==> src/rtl/sign_gen_pkg.sv <==
// ---------------------------------------------------------------------------
// sign_gen_pkg
// Shared definitions for the sine-ROM waveform sequencer:
//   - ROM depth and default field widths
//   - sequencer state encoding (enum for readability, plain constants for
//     the FSM register so legacy code can compare against raw values)
// No ports.
// ---------------------------------------------------------------------------
package sign_gen_pkg;

    localparam int ROM_DEPTH   = 1024;
    localparam int DEF_ADDR_W  = 10;
    localparam int DEF_STEP_W  = 10;
    localparam int DEF_BURST_W = 8;
    localparam int DEF_GAP_W   = 16;

    typedef enum logic [1:0] {
        IDLE = 2'd0,
        RUN  = 2'd1,
        GAP  = 2'd2,
        DONE = 2'd3
    } state_e;

    localparam logic [1:0] ST_IDLE = 2'd0;
    localparam logic [1:0] ST_RUN  = 2'd1;
    localparam logic [1:0] ST_GAP  = 2'd2;
    localparam logic [1:0] ST_DONE = 2'd3;

endpackage

==> src/rtl/sign_gen_seq_if.sv <==
// ---------------------------------------------------------------------------
// sign_gen_seq_if
// Control/status bundle between the capture-side controller (master) and
// the sine sequencer (slave).
//   start, abort            : master -> slave requests
//   step, burst_len, gap_len: master -> slave burst configuration
//   rom_addr, sample_valid  : slave -> master ROM read address and qualifier
//   period_done, busy, done : slave -> master status
// ---------------------------------------------------------------------------
interface sign_gen_seq_if #(
    parameter int ADDR_W  = sign_gen_pkg::DEF_ADDR_W,
    parameter int STEP_W  = sign_gen_pkg::DEF_STEP_W,
    parameter int BURST_W = sign_gen_pkg::DEF_BURST_W,
    parameter int GAP_W   = sign_gen_pkg::DEF_GAP_W
);
    logic               start;
    logic               abort;
    logic [STEP_W-1:0]  step;
    logic [BURST_W-1:0] burst_len;
    logic [GAP_W-1:0]   gap_len;
    logic [ADDR_W-1:0]  rom_addr;
    logic               sample_valid;
    logic               period_done;
    logic               busy;
    logic               done;

    modport master (
        output start, abort, step, burst_len, gap_len,
        input  rom_addr, sample_valid, period_done, busy, done
    );

    modport slave (
        input  start, abort, step, burst_len, gap_len,
        output rom_addr, sample_valid, period_done, busy, done
    );
endinterface

==> src/rtl/sign_gen_phase_acc.sv <==
// ---------------------------------------------------------------------------
// sign_gen_phase_acc
// Phase accumulator for the ROM address. Wraps modulo 2**ADDR_W; the carry
// out of the add marks a period boundary.
//   clk_dac, reset_n : clock, async active-low reset
//   clr              : synchronous clear (wins over en)
//   en               : advance by step this cycle
//   step             : phase increment (STEP_W <= ADDR_W)
//   acc              : current phase
//   acc_nxt          : wrapped phase after adding step
//   carry            : acc + step overflows 2**ADDR_W
// ---------------------------------------------------------------------------
module sign_gen_phase_acc #(
    parameter int ADDR_W = 10,
    parameter int STEP_W = 10
) (
    input  logic              clk_dac,
    input  logic              reset_n,
    input  logic              clr,
    input  logic              en,
    input  logic [STEP_W-1:0] step,
    output logic [ADDR_W-1:0] acc,
    output logic [ADDR_W-1:0] acc_nxt,
    output logic              carry
);
    logic [ADDR_W:0] sum;

    assign sum     = {1'b0, acc} + (ADDR_W+1)'(step);
    assign acc_nxt = sum[ADDR_W-1:0];
    assign carry   = sum[ADDR_W];

    always_ff @(posedge clk_dac or negedge reset_n) begin
        if (!reset_n) begin
            acc <= '0;
        end else if (clr) begin
            acc <= '0;
        end else if (en) begin
            acc <= acc_nxt;
        end
    end
endmodule

==> src/rtl/sign_gen_seq.sv <==
// ---------------------------------------------------------------------------
// sign_gen_seq
// Sequencer for the 1024-entry sine ROM: steps the ROM address by a
// programmable phase increment, plays burst_len full periods, stays silent
// for gap_len cycles, then pulses done.
//   clk_dac : DAC sample clock
//   reset_n : asynchronous active-low reset
//   bus     : sign_gen_seq_if.slave (start/abort/config in, address/status out)
// Build option: define SIGN_GEN_SEQ_LOOP_EN to repeat bursts until abort.
// ---------------------------------------------------------------------------
module sign_gen_seq
    import sign_gen_pkg::*;
#(
    parameter int ADDR_W  = DEF_ADDR_W,
    parameter int STEP_W  = DEF_STEP_W,
    parameter int BURST_W = DEF_BURST_W,
    parameter int GAP_W   = DEF_GAP_W
) (
    input  logic          clk_dac,
    input  logic          reset_n,
    sign_gen_seq_if.slave bus
);
`ifdef SIGN_GEN_SEQ_LOOP_EN
    localparam bit LOOP_EN = 1'b1;
`else
    localparam bit LOOP_EN = 1'b0;
`endif

    logic [1:0]         state;
    logic [STEP_W-1:0]  step_q;
    logic [BURST_W-1:0] burst_q;
    logic [GAP_W-1:0]   gap_q;
    logic [BURST_W-1:0] per_cnt;
    logic [GAP_W-1:0]   gap_cnt;
    logic [ADDR_W-1:0]  acc;
    logic [ADDR_W-1:0]  acc_nxt;
    logic               carry;
    logic               in_run;
    logic               last_carry;
    logic               acc_clr;

    assign in_run     = (state == ST_RUN);
    // The carry that completes the burst_len-th period ends the run.
    assign last_carry = in_run && carry && (per_cnt == burst_q - BURST_W'(1));
    // Accumulator restarts from phase 0 on every (re)entry into RUN.
    assign acc_clr    = bus.abort || !in_run || last_carry;

    sign_gen_phase_acc #(
        .ADDR_W (ADDR_W),
        .STEP_W (STEP_W)
    ) u_phase_acc (
        .clk_dac (clk_dac),
        .reset_n (reset_n),
        .clr     (acc_clr),
        .en      (in_run),
        .step    (step_q),
        .acc     (acc),
        .acc_nxt (acc_nxt),
        .carry   (carry)
    );

    always_ff @(posedge clk_dac or negedge reset_n) begin
        if (!reset_n) begin
            state            <= ST_IDLE;
            step_q           <= '0;
            burst_q          <= '0;
            gap_q            <= '0;
            per_cnt          <= '0;
            gap_cnt          <= '0;
            bus.rom_addr     <= '0;
            bus.sample_valid <= 1'b0;
            bus.period_done  <= 1'b0;
            bus.busy         <= 1'b0;
            bus.done         <= 1'b0;
        end else if (bus.abort) begin
            state            <= ST_IDLE;
            per_cnt          <= '0;
            gap_cnt          <= '0;
            bus.rom_addr     <= '0;
            bus.sample_valid <= 1'b0;
            bus.period_done  <= 1'b0;
            bus.busy         <= 1'b0;
            bus.done         <= 1'b0;
        end else begin
            bus.period_done <= 1'b0;
            bus.done        <= 1'b0;
            case (state)
                ST_IDLE: begin
                    if (bus.start) begin
                        step_q  <= (bus.step == '0) ? STEP_W'(1) : bus.step;
                        burst_q <= bus.burst_len;
                        gap_q   <= bus.gap_len;
                        per_cnt <= '0;
                        if (bus.burst_len == '0) begin
                            state    <= ST_DONE;
                            bus.done <= 1'b1;
                        end else begin
                            state            <= ST_RUN;
                            bus.busy         <= 1'b1;
                            bus.sample_valid <= 1'b1;
                            bus.rom_addr     <= '0;
                        end
                    end
                end
                ST_RUN: begin
                    if (carry) begin
                        bus.period_done <= 1'b1;
                    end
                    if (last_carry) begin
                        // The wrap cycle is already the first silent cycle,
                        // so even a zero gap leaves one busy, silent cycle.
                        state            <= ST_GAP;
                        gap_cnt          <= GAP_W'(1);
                        bus.sample_valid <= 1'b0;
                        bus.rom_addr     <= '0;
                    end else begin
                        bus.rom_addr <= acc_nxt;
                        if (carry) begin
                            per_cnt <= per_cnt + BURST_W'(1);
                        end
                    end
                end
                ST_GAP: begin
                    if (gap_cnt >= gap_q) begin
                        state    <= ST_DONE;
                        bus.done <= 1'b1;
                        bus.busy <= LOOP_EN;
                    end else begin
                        gap_cnt <= gap_cnt + GAP_W'(1);
                    end
                end
                ST_DONE: begin
                    if (LOOP_EN && (burst_q != '0)) begin
                        state            <= ST_RUN;
                        per_cnt          <= '0;
                        bus.busy         <= 1'b1;
                        bus.sample_valid <= 1'b1;
                        bus.rom_addr     <= '0;
                    end else begin
                        state    <= ST_IDLE;
                        bus.busy <= 1'b0;
                    end
                end
                default: begin
                    state <= ST_IDLE;
                end
            endcase
        end
    end
endmodule
==> src/flat_wrapper.sv <==
// flat-port wrapper written by rule: the top's interface ports become plain ports
module sign_gen_seq_flat import sign_gen_pkg::*;
#(
    parameter int ADDR_W  = DEF_ADDR_W,
    parameter int STEP_W  = DEF_STEP_W,
    parameter int BURST_W = DEF_BURST_W,
    parameter int GAP_W   = DEF_GAP_W
)
  (clk_dac, reset_n, bus_start, bus_abort, bus_step, bus_burst_len, bus_gap_len, bus_rom_addr, bus_sample_valid, bus_period_done, bus_busy, bus_done);
  sign_gen_seq_if #(.ADDR_W(ADDR_W), .STEP_W(STEP_W), .BURST_W(BURST_W), .GAP_W(GAP_W)) bus_i ();
  input  logic clk_dac;
  input  logic reset_n;
  input wire logic [$bits(bus_i.start)-1:0] bus_start;
  input wire logic [$bits(bus_i.abort)-1:0] bus_abort;
  input wire logic [$bits(bus_i.step)-1:0] bus_step;
  input wire logic [$bits(bus_i.burst_len)-1:0] bus_burst_len;
  input wire logic [$bits(bus_i.gap_len)-1:0] bus_gap_len;
  output wire logic [$bits(bus_i.rom_addr)-1:0] bus_rom_addr;
  output wire logic [$bits(bus_i.sample_valid)-1:0] bus_sample_valid;
  output wire logic [$bits(bus_i.period_done)-1:0] bus_period_done;
  output wire logic [$bits(bus_i.busy)-1:0] bus_busy;
  output wire logic [$bits(bus_i.done)-1:0] bus_done;
  assign bus_i.start = bus_start;
  assign bus_i.abort = bus_abort;
  assign bus_i.step = bus_step;
  assign bus_i.burst_len = bus_burst_len;
  assign bus_i.gap_len = bus_gap_len;
  assign bus_rom_addr = bus_i.rom_addr;
  assign bus_sample_valid = bus_i.sample_valid;
  assign bus_period_done = bus_i.period_done;
  assign bus_busy = bus_i.busy;
  assign bus_done = bus_i.done;
  sign_gen_seq #(.ADDR_W(ADDR_W), .STEP_W(STEP_W), .BURST_W(BURST_W), .GAP_W(GAP_W)) u_core (.clk_dac(clk_dac), .reset_n(reset_n), .bus(bus_i));
endmodule
==> config.mk <==
export PLATFORM = sky130hd
export DESIGN_NAME = sign_gen_seq_flat
export DESIGN_NICKNAME = d
export VERILOG_FILES = /design/src/rtl/sign_gen_pkg.sv /design/src/rtl/sign_gen_seq_if.sv /design/src/rtl/sign_gen_phase_acc.sv /design/src/rtl/sign_gen_seq.sv /design/src/flat_wrapper.sv
export SDC_FILE = /design/constraint.sdc
export NUM_CORES = 1
export LEC_CHECK = 0
export BUFFER_PORTS_ARGS = -buffer_cell sky130_fd_sc_hd__buf_4
export CORE_MARGIN = 2
export CORE_UTILIZATION = 35
export CTS_CLUSTER_SIZE = 8
export DETAILED_ROUTE_END_ITERATION = 16
export GPL_TIMING_DRIVEN = 0
export HOLD_SLACK_MARGIN = 0.03
export PLACE_DENSITY_LB_ADDON = 0.3
export SLEW_MARGIN = 20
export SYNTH_ARGS = -nofsm -noshare
export SYNTH_HDL_FRONTEND = slang
export SYNTH_HIERARCHICAL = 1
export SYNTH_SLANG_ARGS = --single-unit
==> constraint.sdc <==
create_clock -name clk_dac -period 3.9 [get_ports clk_dac]
set_input_delay 0.195 -clock clk_dac [delete_from_list [all_inputs] [get_ports clk_dac]]
set_output_delay 0.195 -clock clk_dac [all_outputs]
set_load 0.05 [all_outputs]
==> run metrics <==
Peak supply drop between 0.3 and 0.4 mV; Wirelength per Cell roughly 16 um; Post-synth ARST share 100.0%; Die Height ~120 um; uppermost layer routed met4; number of synthesized flops with an enable pin 0; die area ~15,000 sq um; Yosys warnings 6; Setup crit start kind flop; Syn-to-layout area delta 17.94%; total track usage between 15 and 20%; required time of the critical path 4.18 ns; Placed Area 5643 sq um; Avg Inst Size Synth between 9 and 10 sq um; maximum clock rate around 0.28 GHz; number of core rows between 40 and 50; dominant cells by area after synthesis dfrtp_1, ha_1, mux2_2; via/cell ratio 5.401; post-synth cell types 56; min Tclk post-route 3.559 ns; hold crit path type input port to flop; Setup Skew approximately 0.008 ns; Fin Hold WS ~0.084 ns; Reg clk slew, reported paths ~0.060 ns; final WL ~12 mm; count of final setup violators 0; fraction of layout cells with a size suffix above 1 around a fifth; grt ovf 0; port bufs slightly above 50; CP arrival between 3 and 4 ns; Antenna Nets Post-Route 0; GPL Wtd Cong around 0.86; Final Power ~0.0037 W; Fin. Hold Viols 0; initial antenna violation count 0; first-pass GRT wire length 20.16 mm; Post-CTS Setup Repair Bufs 0; CTS Buf Count 9; clk root buf clkbuf_16; DRT iter0 DRCs 337; Cells after Synth around 510; Final nets between 600 and 700; drt drc 0; syn_nets a little under 600; worst-margin pin slew roughly 0.8 ns; status completed; Ant. Diodes 0; multi-input logic area ~2700 sq um; layout filler cell count 1,393; Syn Std Cell Area roughly 5000 sq um; Slew Limit Fails 0; clock sink total 84; HPWL after DPL 8.815 mm; Core Box Area between 10,000 and 15,000 sq um; Static Leak about 2.7 nW; via count a little over 4k; wire length on met1 just under 6 mm; DR pass1 iterations 5; Initial Util 35.99%; pin count of the biggest net entering global routing 85; met3 wire len a little over 600 um; CTS Buffer Depth 2; period utilization between 90% and 100%; H-tree lvl count 3; CP Class flop to flop; vias in the first global route about 4.1k; PD cells approximately 630 nW/um^2; met2 wire len between 5 and 6 mm; Sequential cell area approximately 2100 sq um; FF+latch count, synth 84; Total Negative Setup Slacks 0 ns; Synth top area share a little over two fifths; Top Ports 52; Max transition margin 48.11%; Worst-Skew Late Latency 0.35 ns; Seq/Total Area, Yosys 41.75%; crit end category flop; DIE WIDTH approximately 120 um; fin area 5938 sq um; post-synth top area cell dfrtp_1; Most used DFF post-synth dfrtp_1; # Max-Cap Violations 0; TritonCTS clock tree yes; RSZ-0062 raised after global routing no; crit path max fanout 10
[layer usage]
metal / global-route usage [%] / up-vias
met3: 4.396 / 6
met1: 23.30 / 2019
met4: 3.020 / 0
met5: 0 / -
met2: 27.37 / 78
li1: - / 2007
[area by class of cell]
cell class / instances / share of cell area [%]
flip-flops and latches: 84 / 35.40
inverters: 30 / 1.896
clock inverters: 1 / 0.08428
multi-input cells: 373 / 45.62
repair buffers: 52 / 6.679
clock buffers: 15 / 4.678
well taps: 180 / 3.793
plain buffers: 26 / 1.854
[report_power, final]
group | total (W) | leakage [nW] | internal, W | switching, W
logic | 0.00157 | 1.49 | 0.000649 | 0.000923
registers | 0.00133 | 1.09 | 0.00112 | 0.000209
clock network | 0.000823 | 0.140 | 0.000484 | 0.000339
[kinds of logic (layout without fill, tap and decap cells)]
kind of cell / Yosys count / after routing / synth area share [%]
compound gates: 126 / 126 / 17.69
flops: 84 / 84 / 41.75
mux: 38 / 38 / 8.425
fa+ha+maj: 34 / 34 / 8.599
xor+xnor: 18 / 18 / 3.131
simple gates: 157 / 157 / 15.95
buf+inv: 57 / 124 / 4.448
[cell usage in the layout, fill, tap and decap left out, types with 3 or more instances in the layout]
cell type / n
dfrtp_1: 84
buf_4: 50
nand2_1: 45
mux2_2: 35
ha_1: 33
inv_1: 30
nor2_1: 30
o21ai_0: 29
a21oi_1: 22
clkbuf_1: 20
nand3_1: 19
o41ai_1: 17
xnor2_1: 12
clkbuf_16: 9
a21o_1: 9
nor3_1: 8
o31ai_1: 8
nand2b_1: 8
a31oi_1: 7
and3_1: 7
xor2_1: 6
nand4_1: 6
or3_1: 6
or4_1: 6
nor2b_1: 5
a211oi_1: 5
o211ai_1: 5
o31ai_2: 5
o21bai_1: 4
nor4_1: 4
buf_1: 4
clkbuf_8: 3
mux2i_1: 3
[cells in the mapped netlist (5+ instances only)]
cell      count
a211oi_1      5
a21o_1        9
a21oi_1      22
a31oi_1       7
and3_1        7
clkbuf_1     20
dfrtp_1      84
ha_1         33
inv_1        30
mux2_2       35
nand2_1      45
nand2b_1      8
nand3_1      19
nand4_1       6
nor2_1       30
nor2b_1       5
nor3_1        8
o211ai_1      5
o21ai_0      30
o31ai_1       8
o31ai_2       5
o41ai_1      17
or3_1         6
or4_1         6
xnor2_1      12
xor2_1        6
[worst paths after layout]
path	startpoint	to	slack [ns]	cells after the start
min in group asynchronous	reset_n	u_core/bus.rom_addr[2]	0.48	2
worst min register to register	u_core/bus.rom_addr[5]	u_core/bus.rom_addr[5]	0.49	2
worst max-delay path	u_core/step_q[0]	u_core/u_phase_acc/acc[7]	0.34	14
worst max register to register	u_core/step_q[0]	u_core/u_phase_acc/acc[7]	0.34	14
worst min-delay path	bus_gap_len[3]	u_core/gap_q[3]	0.08	2
max in group asynchronous	reset_n	u_core/gap_q[10]	2.89	2
[worst max-delay path: stages (launching register included)]
cell      delay [ns]
dfrtp_1         0.40
ha_1            0.21
fa_1            0.42
nand3_1         0.14
a211oi_1        0.11
nor2_1          0.24
o21ai_1         0.15
inv_1           0.09
o31a_1          0.21
clkbuf_2        0.27
buf_2           0.24
inv_1           0.13
nor3b_1         0.30
or3b_2          0.47
nand3_1         0.09
[repair_timing]
item,4_1_cts,5_1_grt
gates resized for setup,0,5
hold endpoints to repair,0,84
hold buffers,0,1
setup endpoints to repair,0,6
[registers in the layout, summed over array words and instances (netlist names), 2 cells and up]
| name | cells |
|---|---|
| u_core/gap_cnt | 16 |
| u_core/gap_q | 16 |
| u_core/bus.rom_addr | 10 |
| u_core/step_q | 10 |
| u_core/u_phase_acc/acc | 10 |
| u_core/burst_q | 8 |
| u_core/per_cnt | 8 |
| u_core/state | 2 |
[stage by stage]
| step | cells | util, % | setup slack [ns] |
|---|---|---|---|
| 2_1_floorplan | 514 | - | 0.7360 |
| 3_3_place_gp | 745 | 40.34 | 0.09943 |
| 3_5_place_dp | 745 | 40.34 | 0.02296 |
| 4_1_cts | 761 | 42.36 | 0.006681 |
| 5_1_grt | 761 | 42.45 | 0.07916 |
| 6_report | 761 | 42.45 | 0.3412 |
No activity file was read; power rests on OpenSTA's default activity.
